===== src/rtl/hazard_pkg.sv =====
// Shared types and default producer latencies for the RAW-hazard scoreboard.
package hazard_pkg;

  typedef enum logic [1:0] {
    OPC_ALU  = 2'd0,
    OPC_LOAD = 2'd1,
    OPC_MUL  = 2'd2,
    OPC_CSR  = 2'd3
  } op_class_e;

  localparam int DEF_LAT_ALU  = 0;
  localparam int DEF_LAT_LOAD = 1;
  localparam int DEF_LAT_MUL  = 3;
  localparam int DEF_LAT_CSR  = 1;

endpackage


===== src/rtl/hz_cnt_entry.sv =====
// One scoreboard entry: cycles remaining until the in-flight result for a
// register is forwardable, plus the class of the producer that owns it.
module hz_cnt_entry #(
  parameter int CNT_W = 2
) (
  input  logic             clk,
  input  logic             rst_n,
  input  logic             clear,
  input  logic             hold,
  input  logic             load,
  input  logic [CNT_W-1:0] load_cnt,
  input  logic [1:0]       load_cls,
  output logic [CNT_W-1:0] cnt,
  output logic [1:0]       cls
);

  // NOTE: every entry sits on the async reset; a pending hazard must never
  // survive reset, so this storage cannot be left uninitialised like a RAM.
  always_ff @(posedge clk or negedge rst_n) begin
    if (!rst_n) begin
      cnt <= '0;
      cls <= '0;
    end else if (clear) begin
      cnt <= '0;
    end else if (hold) begin
      // NOTE: sequential state uses <= so all entries sample the same
      // pre-edge values regardless of block evaluation order.
      cnt <= cnt;
    end else if (load) begin
      // Youngest writer wins, even over a countdown expiring this cycle.
      cnt <= load_cnt;
      cls <= load_cls;
    end else if (cnt != '0) begin
      cnt <= cnt - CNT_W'(1);
    end
  end

endmodule


===== src/rtl/hazard_scoreboard.sv =====
// Per-register RAW interlock for ID with per-class producer latency.
// Define HAZARD_PERF_EN to add the stall-cycle and load-stall perf counters.
module hazard_scoreboard
  import hazard_pkg::*;
#(
  parameter int NUM_REGS   = 32,
  parameter int REG_ADDR_W = 5,
  parameter int LAT_ALU    = DEF_LAT_ALU,
  parameter int LAT_LOAD   = DEF_LAT_LOAD,
  parameter int LAT_MUL    = DEF_LAT_MUL,
  parameter int LAT_CSR    = DEF_LAT_CSR,
  parameter int CNT_W      = 2
) (
  input  logic                  clk,
  input  logic                  rst_n,
  input  logic                  id_valid,
  input  logic [REG_ADDR_W-1:0] rs1_addr,
  input  logic [REG_ADDR_W-1:0] rs2_addr,
  input  logic                  rs1_used,
  input  logic                  rs2_used,
  input  logic [REG_ADDR_W-1:0] rd_addr,
  input  logic                  rd_we,
  input  logic [1:0]            op_class,
  input  logic                  pipe_hold,
  input  logic                  flush,
  output logic                  stall,
  output logic [1:0]            stall_cls,
  output logic [NUM_REGS-1:0]   busy_vec
`ifdef HAZARD_PERF_EN
  ,
  output logic [31:0]           perf_stall_cyc,
  output logic [31:0]           perf_ld_stall
`endif
);

  logic [CNT_W-1:0] cnt_q [NUM_REGS];
  logic [1:0]       cls_q [NUM_REGS];
  logic [CNT_W-1:0] new_cnt;
  logic             hit1, hit2, fire;

  function automatic logic [CNT_W-1:0] lat_of(input logic [1:0] opc);
    logic [CNT_W-1:0] l;
    l = CNT_W'(LAT_ALU);
    case (op_class_e'(opc))
      OPC_ALU:  l = CNT_W'(LAT_ALU);
      OPC_LOAD: l = CNT_W'(LAT_LOAD);
      OPC_MUL:  l = CNT_W'(LAT_MUL);
      OPC_CSR:  l = CNT_W'(LAT_CSR);
      default:  l = CNT_W'(LAT_ALU);
    endcase
    return l;
  endfunction

  assign new_cnt  = lat_of(op_class);
  assign cnt_q[0] = '0;
  assign cls_q[0] = '0;

  for (genvar r = 1; r < NUM_REGS; r++) begin : g_entry
    hz_cnt_entry #(.CNT_W(CNT_W)) u_entry (
      .clk      (clk),
      .rst_n    (rst_n),
      .clear    (flush),
      .hold     (pipe_hold),
      .load     (fire && rd_we && (rd_addr == REG_ADDR_W'(r))),
      .load_cnt (new_cnt),
      .load_cls (op_class),
      .cnt      (cnt_q[r]),
      .cls      (cls_q[r])
    );
  end

  // Hazard checks see pre-update state, so an instruction never stalls on itself.
  assign hit1  = rs1_used && (rs1_addr != '0) && (cnt_q[rs1_addr] != '0);
  assign hit2  = rs2_used && (rs2_addr != '0) && (cnt_q[rs2_addr] != '0);
  assign stall = id_valid && !flush && (hit1 || hit2);
  assign fire  = id_valid && !stall && !pipe_hold && !flush;

  // NOTE: every output of an always_comb is given a default first so no
  // path through the block can leave it unassigned and infer a latch.
  always_comb begin
    stall_cls = '0;
    if (hit1)      stall_cls = cls_q[rs1_addr];
    else if (hit2) stall_cls = cls_q[rs2_addr];
  end

  always_comb begin
    busy_vec = '0;
    for (int r = 0; r < NUM_REGS; r++) busy_vec[r] = (cnt_q[r] != '0);
  end

`ifdef HAZARD_PERF_EN
  // Cleared by reset only; flush does not disturb the statistics.
  always_ff @(posedge clk or negedge rst_n) begin
    if (!rst_n) begin
      perf_stall_cyc <= '0;
      perf_ld_stall  <= '0;
    end else if (stall) begin
      perf_stall_cyc <= perf_stall_cyc + 32'd1;
      if (stall_cls == OPC_LOAD) perf_ld_stall <= perf_ld_stall + 32'd1;
    end
  end
`endif

endmodule

===== config.mk =====
export PLATFORM = sky130hd
export DESIGN_NAME = hazard_scoreboard
export DESIGN_NICKNAME = d
export VERILOG_FILES = /design/src/rtl/hazard_pkg.sv /design/src/rtl/hz_cnt_entry.sv /design/src/rtl/hazard_scoreboard.sv
export SDC_FILE = /design/constraint.sdc
export NUM_CORES = 1
export LEC_CHECK = 0
export ABC_AREA = 1
export ABC_CLOCK_PERIOD_IN_PS = 3600
export CAP_MARGIN = 20
export CORE_UTILIZATION = 55
export DETAILED_ROUTE_END_ITERATION = 10
export PLACE_DENSITY = 0.88
export SYNTH_ARGS = -nofsm -noshare
export SYNTH_HDL_FRONTEND = slang
export SYNTH_SLANG_ARGS = --single-unit

===== constraint.sdc =====
create_clock -name clk -period 3.6 [get_ports clk]
set_clock_uncertainty 0.2 [all_clocks]
set_input_delay 1.08 -clock clk [delete_from_list [all_inputs] [get_ports clk]]
set_output_delay 1.08 -clock clk [all_outputs]
set_load 0.005 [all_outputs]

=== Word-level counts from Yosys, hierarchy flattened ===
Index checks and enable logic that the tools add are counted.
Widths: inputs -> output; s select.

* Output and inout bits: 35
* Bits of input ports: 25
* Flip-flop bits (word level): 124

* Bitwise gates (word level): 4
* Magnitude comparators: 2
* Reductions and logical operators: 175
* Equality and inequality tests: 35
* Multiplexer cells: 139
* Add/subtract/negate cells: 31

{| class="wikitable"
|+ Operator list
! operator !! count
|-
| $mux 2 || 134
|-
| $reduce_and 3->1 || 31
|-
| $reduce_bool 3->1 || 31
|-
| $eq 5x5->1 const B || 16
|-
| $reduce_bool 2->1 || 33
|-
| $reduce_and 2->1 || 31
|-
| $sub 2x1->2 const B || 31
|-
| $logic_and 1x1->1 || 41
|-
| $bmux 2 s5 || 4
|-
| $eq 5x4->1 const B || 8
|-
| $eq 5x3->1 const B || 4
|-
| $ge 6x6->1 const B || 2
|-
| $not 5->6 || 2
|-
| $eq 5x2->1 const B || 2
|-
| $reduce_bool 5->1 || 2
|-
| $pmux 2 s3 || 1
|-
| $eq 5x1->1 const B || 1
|-
| $eq 2x2->1 const B || 2
|-
| $logic_not 1->1 || 3
|-
| $eq 2x1->1 const B || 1
|-
| $logic_not 2->1 || 1
|-
| $ne 2x1->1 const B || 1
|-
| $not 1->1 || 2
|-
| $reduce_or 2->1 || 1
|-
| $logic_or 1x1->1 || 1
|}

=== Longest topological paths before layout ===
Gate-level depths: netlist of run 1.

* Depth in word-level cells: 17
* Mapped depth: 18
* Gate-level depth less buffers: 17

=== Modules after synthesis ===
Synthesis of run 1 repeated with hierarchy kept, for this count alone.

* Cells, all modules: 1737
* Area, all modules: 10383.7 µm²

{| class="wikitable"
|+ By module, submodules not included
! module !! cells an instance !! times used !! sequential area each (µm²) !! area an instance (µm²)
|-
| hz_cnt_entry at g_entry[10].u_entry ... || 37 || 21 || 100.1 || 244.0
|-
| hazard_scoreboard || 590 || 1 || 0.0 || 2782.7
|-
| hz_cnt_entry at g_entry[2].u_entry ... || 37 || 10 || 100.1 || 247.7
|}

=== Worst setup path before layout of run 1 ===
Ideal clock, no wire load.

* Path type: input-to-output
* From: in rs1_addr[0]
* To: out stall_cls[0]
* Slack: -0.261 ns
* Arrival time: 2.581 ns
* Stages: 13
* Path buffers: 3
* Cell sequence: buf_4 inv_4 nor2_2 buf_6 a21oi_1 nand3_1 nand2_1 nand2_1 nand2_1 nand2_1 nand3_4 buf_4 o32ai_1

* Word-level cells in the longest chain between the ends: 7
* Elaborated cells on any way between the ends: 12
* Those cells by class: mux (7); bitwise (1); reduce/logical (4)

{| class="wikitable"
|+ Ends and longest elaborated chain
! item !! line !! source
|-
| start, declared || hazard_scoreboard.sv:17 || <nowiki>input logic [REG_ADDR_W-1:0] rs1_addr,</nowiki>
|-
| $not 5->6 (not written as such) || hazard_scoreboard.sv:73, hazard_scoreboard.sv:82 ||
|-
| $bmux 2 s5 || hazard_scoreboard.sv:73 || <nowiki>assign hit1 = rs1_used && (rs1_addr != '0) && (cnt_q[rs1_addr] != '0);</nowiki>
|-
| $mux 2 (not written as such) (2 in series) || hazard_scoreboard.sv:73 ||
|-
| $reduce_bool 2->1 || hazard_scoreboard.sv:73 ||
|-
| $logic_and 1x1->1 || hazard_scoreboard.sv:73 ||
|-
| $mux 2 (*) || hazard_scoreboard.sv:82 || <nowiki>if (hit1) stall_cls = cls_q[rs1_addr];</nowiki>
|-
| end, declared || hazard_scoreboard.sv:27 || <nowiki>output logic [1:0] stall_cls,</nowiki>
|}

Every way passes the cells marked *; elsewhere a longest branch is shown, timed or not. The select of a mux whose other input is x is not followed.

=== Final worst setup path of run 1 ===
Ends and elaborated chain as after synthesis.

==> results of run 1 <==
path summary, 6_finish.rpt:
path / slack, ns / to
setup / recovery: -0.41 / stall_cls[0]
hold / removal: 0.28 / g_entry[26].u_entry.cnt[1]
setup reg to reg: 0.35 / g_entry[21].u_entry.cnt[1]
hold reg to reg: 0.28 / g_entry[26].u_entry.cnt[1]
max in group asynchronous: 2.18 / g_entry[10].u_entry.cls[1]
min in group asynchronous: 0.35 / g_entry[7].u_entry.cnt[0]
routing by layer:
layer / track usage (%) / wire length [um]
met1: 52.1 / 13000
met2: 63.7 / 15200
met3: 11.3 / 3660
met4: 21.8 / 1870
met5: 0 / 0
where the power goes:
part	internal [mW]	switching, mW
Sequential	1.69	0.277
Combinational	1.17	1.60
Clock	1.21	0.667
per-stage QoR:
stage	cells	setup WS (ns)	setup TNS [ns]	util [%]
6_report	1702	-0.408	-1.08	72.4
5_1_grt	1702	-0.462	-1.29	72.4
4_1_cts	1700	-0.441	-1.29	71.6
3_5_place_dp	1658	-1.29	-104.75	66.6
3_3_place_gp	1658	-1.34	-95.66	66.6
2_1_floorplan	1313	-0.125	-0.244	-
cell usage in the layout, fill, tap and decap left out, types with 6 or more instances in the layout:
| cell | n |
|---|---|
| sky130_fd_sc_hd__nand2_1 | 344 |
| sky130_fd_sc_hd__nor2_1 | 162 |
| sky130_fd_sc_hd__inv_1 | 158 |
| sky130_fd_sc_hd__o21ai_0 | 142 |
| sky130_fd_sc_hd__dfrtp_1 | 124 |
| sky130_fd_sc_hd__buf_4 | 120 |
| sky130_fd_sc_hd__nand3_1 | 85 |
| sky130_fd_sc_hd__a21oi_1 | 48 |
| sky130_fd_sc_hd__clkdlybuf4s50_1 | 45 |
| sky130_fd_sc_hd__ha_1 | 31 |
| sky130_fd_sc_hd__o21ai_1 | 20 |
| sky130_fd_sc_hd__nand4_4 | 20 |
| sky130_fd_sc_hd__clkbuf_16 | 18 |
| sky130_fd_sc_hd__a21oi_2 | 12 |
| sky130_fd_sc_hd__o22ai_1 | 12 |
| sky130_fd_sc_hd__nor2_2 | 10 |
| sky130_fd_sc_hd__nor3_1 | 10 |
| sky130_fd_sc_hd__buf_12 | 10 |
| sky130_fd_sc_hd__nand4_2 | 8 |
| sky130_fd_sc_hd__o221ai_1 | 7 |
| sky130_fd_sc_hd__nand2_2 | 7 |
| sky130_fd_sc_hd__or2_1 | 7 |
| sky130_fd_sc_hd__buf_6 | 7 |
| sky130_fd_sc_hd__inv_2 | 6 |
| sky130_fd_sc_hd__o2111ai_1 | 6 |
timing repair:
| action | in CTS | in global routing |
|---|---|---|
| gates cloned | 0 | 1 |
| buffers inserted | 10 | 4 |
| setup endpoints to repair | 127 | 49 |
| gates resized for setup | 63 | 46 |
| hold buffers | 0 | 0 |
| pin swaps | 12 | 13 |
cells by family after synthesis:
family / count (synthesis) / synth area share (%)
simple gates: 672 / 34.9
compound gates: 264 / 16.2
buf+inv: 221 / 10.1
flops: 124 / 34.5
fa+ha+maj: 31 / 4.31
other cells: 1 / 0.0417
flip-flops by register name, summed over array words and instances, names as in the netlist:
name	cells
g_entry.u_entry.cls	62
g_entry.u_entry.cnt	62
layout make-up:
type	count	area, um2	area share (%)
clock buffers	21	470	4.07
well taps	216	270	2.34
multi-input cells	968	5150	44.6
clock inverters	11	164	1.42
repair buffers	194	1740	15.1
flip-flops and latches	124	3100	26.9
inverters	168	646	5.59
worst reg2reg max path, stage by stage, from the launching register on:
cell,delay [ns]
sky130_fd_sc_hd__dfrtp_1,0.40
sky130_fd_sc_hd__nor2_1,0.40
sky130_fd_sc_hd__nand2_1,0.11
sky130_fd_sc_hd__nand3_1,0.09
sky130_fd_sc_hd__nand3_1,0.07
sky130_fd_sc_hd__nand2_1,0.07
sky130_fd_sc_hd__nand2_1,0.06
sky130_fd_sc_hd__nand2_1,0.08
sky130_fd_sc_hd__nand2_2,0.06
sky130_fd_sc_hd__nand3_4,0.10
sky130_fd_sc_hd__buf_12,0.11
sky130_fd_sc_hd__buf_12,0.09
sky130_fd_sc_hd__buf_6,0.40
sky130_fd_sc_hd__nand4_1,0.26
sky130_fd_sc_hd__buf_4,0.22
sky130_fd_sc_hd__a21oi_1,0.20
sky130_fd_sc_hd__inv_1,0.09
sky130_fd_sc_hd__nand2_1,0.07
sky130_fd_sc_hd__nand2_1,0.06
==> run summary, run 1 <==
The run finished, with violations left. The final reports fail on negative setup slack. In this run, CTS created clock tree buffers numbering 17. The global-route total usage across every layer came out at 41.0%. By instance count, the leading cell after synthesis is sky130_fd_sc_hd__nand2_1. The launching instance or port of the critical path was rs1_addr[0].

The number of global-route vias before repair is 9278. The tools report the count of nets after finishing as 1529. Setup repair after global routing could not meet its margin everywhere. STA classifies the critical path startpoint as a primary input. The height of the die is 130 um, and the number of antenna violations at the first check in global routing is 0.

The worst pin sits at a relative slew slack of 46.8%. TritonCTS built the clock tree. The tools report the final worst setup slack as -0.408 ns.

The synthesized design contains 0 enable-type register cells. For the number of hold violations in the final report, the log shows 0. The run gives 2.73 ns as the signal arrival time at the worst endpoint. For the pin with the worst max-slew slack, the measured transition is 0.797 ns. IR analysis of the VDD net gives a maximum drop of 0.000423 V. Setup violations remaining at the end of the flow were counted as 3.

Counting instances, the worst hold path has a depth of 2. The count of buffers inserted at the top-level ports was 58. Entering global routing, the biggest net connects 69 pins. The total power divided by cell area is 573 mW/mm2. The critical path depth in cells was 9.

The cell that appears most often on the critical path is sky130_fd_sc_hd__o21ai_0. The area inside the core boundary came out at 0.0159 mm2. Hold timing on the final database bottoms out at a slack of 0.279 ns.

Counting flops with an async set or reset pin after synthesis yields a share of 100%. The iteration-0 DRC count of the detailed router came out at 1300. The maximum root-to-sink buffer count is 2, and the time the worst path needs with I/O delays and setup is 4.01 ns.

The dominant delay contributor by cell family on the critical path is compound AO/OA/AOI/OAI gates. After detailed routing, the average wire length per cell comes to 19.8 um. The start point of the worst hold path was g_entry[26].u_entry.cnt[1]. Counting distinct cell types in the post-synthesis netlist gives 42. The final max-slew violation count is 0. Walking the worst path, the cells encountered are buf_8, buf_4, o21ai_0, o221ai_1, a21oi_1, o21ai_0, nor2_1, o32ai_2, buf_2. The netlist area before placement was 0.00900 mm2; the number of nets with antenna violations after detailed routing was 0. Based on the critical path, the design can be clocked at up to 0.249 GHz. After clock tree synthesis, the clock-pin slew on the worst setup and hold paths is 0.06 ns.

The tools report the startpoint of the most critical register-to-register path as g_entry[14].u_entry.cnt[0]. The total number of placement rows was 46. After layout, the design draws a total of 6.61 mW. The logs give 6 for the total iterations of the first detailed-routing run and 0 for the number of warnings printed during yosys synthesis. After synthesis the netlist holds a flip-flop and latch count of 124. In the post-synthesis netlist, the biggest area contributors are sky130_fd_sc_hd__dfrtp_1 34%, sky130_fd_sc_hd__nand2_1 15%, sky130_fd_sc_hd__o21ai_0 8.1%. By startpoint and endpoint, the worst setup path is classified as in2out.

The most used flip-flop cell after synthesis is sky130_fd_sc_hd__dfrtp_1. The initial utilization of the core area, before any placement, comes to 56.4%. STA classifies the critical path endpoint as a primary output. Cells with a size suffix above 1 make up 17.7% of the layout. The number of antenna diodes in the final layout is 0. For the first-pass GRT wire length, the log shows 51000 um.

The number of nets handed over by synthesis was 1369. The final clock period utilization by the worst path is 111%. Counting every instance in the synthesized netlist gives 1313. The tools report the final non-filler cell area as 0.0115 mm2. The tools report the CTS root buffer as sky130_fd_sc_hd__clkbuf_16. Summing all placed instances gives a cell area of 0.0106 mm2. Average size of a mapped cell: 6.85 um2. After global routing the overflow that remains totals 0. The H-tree was split into 4 levels.

The required arrival time at the worst endpoint was 2.32 ns; the detailed-route via count was 9996. In this design, the stage delay of the slowest critical-path cell is 0.43 ns. The die is 130 um wide. In this run the count of I/O pins placed on the die edge is 60. The worst min-delay path class was reg2reg. The floorplan step defined a die boundary enclosing 0.0169 mm2. After detailed routing, the total wire length is 33700 um.

The logs give 34.5% for the sequential-to-total area share from yosys stat and 24600 um for the placed wire-length estimate after detailed placement. Along the worst path, the maximum fanout reaches 12. For this design, the sink count on the clock tree is 124. The run gives 5.69 nW as the leakage power. For the worst flop-to-flop path, the logic depth is 18. The cell type with the largest total area after synthesis is sky130_fd_sc_hd__dfrtp_1. The area share of the leading cell type in the synthesized netlist was 34.5%; the average via count per standard cell was 5.87. The final-layout fill cell count was 1289; the clock latency of the later-clocked register in the worst-skew pair was 0.43 ns. The area growth from synthesis to layout was 28.3%.

The worst-path cell with the longest stage delay was sky130_fd_sc_hd__o21ai_0. Global placement routability congestion: 1.06. The commonest cells after synthesis are 352 x sky130_fd_sc_hd__nand2_1, 172 x sky130_fd_sc_hd__nor2_1, 162 x sky130_fd_sc_hd__inv_1, 146 x sky130_fd_sc_hd__o21ai_0, 124 x sky130_fd_sc_hd__dfrtp_1. The number of buffers and inverters on the critical path was 3; the post-detailed-route DRC marker count was 0. The tool flagged a number of max-cap violations equal to 0.
Note: power is estimated with default switching activity, not from simulation.
==> run 2: changes to the inputs <==
--- a/config.mk
+++ b/config.mk
@@ -6,11 +6,12 @@
 export NUM_CORES = 1
 export LEC_CHECK = 0
 export ABC_AREA = 1
-export ABC_CLOCK_PERIOD_IN_PS = 3600
+export ABC_CLOCK_PERIOD_IN_PS = 3800
 export CAP_MARGIN = 20
-export CORE_UTILIZATION = 55
+export CORE_UTILIZATION = 56
 export DETAILED_ROUTE_END_ITERATION = 10
-export PLACE_DENSITY = 0.88
+export PLACE_DENSITY = 0.86
 export SYNTH_ARGS = -nofsm -noshare
 export SYNTH_HDL_FRONTEND = slang
 export SYNTH_SLANG_ARGS = --single-unit
+export TNS_END_PERCENT = 20
==> constraint.sdc (replaced) <==
create_clock -name clk -period 3.8 [get_ports clk]
set_clock_uncertainty 0.2 [all_clocks]
set_input_delay 1.14 -clock clk [delete_from_list [all_inputs] [get_ports clk]]
set_output_delay 1.14 -clock clk [all_outputs]
set_load 0.005 [all_outputs]
==> run summary, run 2 (synthesized netlist as in run 1, its figures left out) <==
The flow ran to the end, but the final reports show violations. The checks that failed: negative setup slack. The tools report the category of the worst setup path launch point as a primary input. The final max-slew violation count was 0.

In this design, the critical path's most frequently occurring cell is sky130_fd_sc_hd__nand2_1. The tightest slew margin relative to the limit was 47.1%; the slew at the pin closest to its max-slew limit was 0.793 ns. The worst setup path is of the in2out kind.

Entering global routing, the biggest net connects 69 pins. The number of hold violations in the final report was 0; the leakage power was 5.70 nW. The number of antenna violations at the first check in global routing was 0. In this run the cell area measured after placement is 0.0107 mm2. The register-to-register setup slack is 0.56 ns.

The tools report the count of placed standard cells in the final layout, fillers left out as 1694. The core region is 0.0154 mm2. TritonCTS built the clock tree. The critical path depth in cells came out at 15.

The clock passes through at most 2 buffers. The slowest stage of the critical path belongs to the cell sky130_fd_sc_hd__nor2_4. Power spread over the standard cell area amounts to 529 mW/mm2.

The congestion estimate from routability-driven global placement came to 1.05. In this run the worst hold path is classified as reg2reg. The total overflow left after global routing is 0. The tools report the part of the total power dissipated in sequential elements as 30.6%. For the highest achievable clock rate, the log shows 0.249 GHz. In this run the power spent charging and discharging nets is 2.47 mW. The number of nets with antenna violations after detailed routing is 0, and the final worst setup slack is -0.221 ns. In the routed design, unresolved DRC markers number 0. The fraction of layout instances using a drive strength above 1 works out to 17.7%. The logs give 0 for the number of inserted diodes and 124 for the number of sinks on the clock net. The part of the total power dissipated in combinational logic is 42.5%, and the area growth from synthesis to layout is 29.5%. The CTS root buffer is sky130_fd_sc_hd__clkbuf_16. TritonCTS created 17 clock buffers.

The average wire length per cell after detail routing is 20.0 um. Of the total power, the clock network draws 26.8%. Setup repair after global routing could not meet its margin everywhere. The tools report the iteration-0 DRC count of the detailed router as 1025.

For this block, the via count after detailed routing is 10100. Leaving out fill and tap cells, the most frequent cell in the layout is sky130_fd_sc_hd__nand2_1. The time the worst path needs with I/O delays and setup came out at 4.02 ns. Hold is met by 0.282 ns. The die width came out at 129 um. For this configuration, the core starts out at a cell density of 58.3%. The final critical path takes up 106% of the cycle. The hold-fix buffer count after cts is 0.

Clock latency of the later-clocked register in the worst-skew pair: 0.44 ns. The fraction of power spent switching nets works out to 40.2%. Traced cell by cell, the critical path runs through buf_6, buf_8, buf_6, nor2_4, buf_12, a21boi_2, nand2_1, nand2_1, nand2_1, nand2_1, nand2_2, buf_4, nand3_4, a21oi_2, buf_2. The total iterations of the first detailed-routing run is 9, and the worst reg-to-reg path cell count is 18. The signal arrival time at the worst endpoint is 2.68 ns, and the average via count per standard cell is 5.97.

For the total setup violations reported at the end of the flow, the log shows 3. The H-tree generated during clock tree synthesis spans 4 levels. The finished cells cover 0.0116 mm2. The net count of the finished layout is 1526. Together, buffers and inverters on the worst path number 6. Delay of the slowest cell on the worst path: 0.15 ns. The multi-input combinational cells in the finished layout cover a total of 0.00522 mm2. The sequential cells in the finished layout cover a total of 0.00310 mm2. In this run the critical register-to-register path is captured at g_entry[27].u_entry.cnt[1]. The placed wire-length estimate after detailed placement was 24500 um; the cell total after placement was 1650.

The logs give 1224 for the final-layout fill cell count and 45 for the total number of placement rows. The floorplan step defined a die boundary enclosing 0.0166 mm2. In this design, the largest share of critical-path delay is due to buffers and inverters.

The cell internal power dissipation is 3.69 mW. Global routing consumed, over all layers together, 41.9% of the routing resources. The end of the critical path was stall. In the final layout, the registers with the most flip-flops are g_entry.u_entry.cls: 62 flops, g_entry.u_entry.cnt: 62 flops. The first global-routing pass estimated 51600 um of wire. The I/O pin total was 60; the post-detailed-routing wire length was 33800 um.

The maximum vdd ir drop came out at 0.000384 V. Height of the die: 129 um. The tools report the number of global-route vias before repair as 9403.

The library cells used most frequently in the layout, excluding fill and tap cells, are 341 x sky130_fd_sc_hd__nand2_1, 163 x sky130_fd_sc_hd__nor2_1, 161 x sky130_fd_sc_hd__inv_1, 139 x sky130_fd_sc_hd__o21ai_0, 124 x sky130_fd_sc_hd__dfrtp_1. The startpoint identified for the worst register-to-register timing path is g_entry[13].u_entry.cnt[0]. The tools report the launching instance or port of the critical path as rs2_addr[1].

Of all nets on the critical path, the largest fanout is 8. Across the run, the number of max-cap violations was 0. STA classifies the critical path endpoint as a primary output. The clock-pin slew reported for the worst setup and hold paths after clock tree synthesis was 0.06 ns.

The count of buffers inserted at the top-level ports is 58, and the required arrival time at the worst endpoint is 2.46 ns.
## run 2: how the worst min path moves through the flow
stage	startpoint	endpoint	slack (ns)	cells after the start
floorplan	g_entry[27].u_entry.cnt[1]	g_entry[27].u_entry.cnt[1]	0.25	2
global route	g_entry[9].u_entry.cls[1]	g_entry[9].u_entry.cls[1]	0.30	2
CTS	g_entry[9].u_entry.cnt[1]	g_entry[9].u_entry.cnt[1]	0.28	2
finish	g_entry[9].u_entry.cnt[1]	g_entry[9].u_entry.cnt[1]	0.28	2
global placement	g_entry[27].u_entry.cnt[1]	g_entry[27].u_entry.cnt[1]	0.26	2
detailed placement	g_entry[9].u_entry.cnt[1]	g_entry[9].u_entry.cnt[1]	0.27	2
## run 2: power groups by stage
stage               sequential [mW]  clock (mW)  combinational [mW]
detailed placement             1.89           0                2.45
global route                   1.91        1.71                2.90
floorplan                      1.78           0                1.48
CTS                            1.87        1.64                2.54
finish                         1.89        1.65                2.62
global placement               1.88           0                2.37
## run 2: metrics by stage
step	utilization, %	setup TNS [ns]	setup WS [ns]	total power, mW
finish	75.5	-0.619	-0.221	6.16
CTS	74.8	-0.658	-0.238	6.05
floorplan	-	-0.0841	-0.0455	3.27
detailed placement	69.0	-89.34	-1.20	4.34
global placement	69.0	-81.24	-1.22	4.26
global route	75.5	-0.840	-0.289	6.53
## run 2: area by class of cell
cell class              instances  area share (%)
clock buffers                  20            3.83
clock inverters                12            1.19
inverters                     168            5.76
multi-input cells             968            44.8
flip-flops and latches        124            26.6
well taps                     211            2.27
repair buffers                191            15.5
## run 2: worst min-delay path: cells and delay by family (launching register included)
kind / cells / cell delay, ns
AND/OR/NAND/NOR: 2 / 0.12
flip-flops: 1 / 0.34
## run 2: routing by layer
| metal | GRT usage, % | part of all wire [%] | vias up |
|---|---|---|---|
| li1 | - | - | 4611 |
| met1 | 53.0 | 38 | 4744 |
| met2 | 67.2 | 46 | 614 |
| met3 | 8.02 | 10 | 136 |
| met4 | 24.4 | 5.4 | 0 |
| met5 | 0 | 0 | - |
## run 2: repair_timing
| action | CTS | global route |
|---|---|---|
| gates cloned | 1 | 1 |
| setup buffers | 10 | 2 |
| resized for setup | 104 | 34 |
| setup endpoints to repair | 127 | 14 |
| pin swaps | 37 | 32 |
==> run 3: changes to the inputs <==
--- a/config.mk
+++ b/config.mk
@@ -7,7 +7,7 @@
 export LEC_CHECK = 0
 export ABC_AREA = 1
 export ABC_CLOCK_PERIOD_IN_PS = 3800
-export CAP_MARGIN = 20
+export CAP_MARGIN = 10
 export CORE_UTILIZATION = 56
 export DETAILED_ROUTE_END_ITERATION = 10
 export PLACE_DENSITY = 0.86
==> results of run 3 <==
Same layout as run 2: the final DEF is identical, and so are final timing and power.
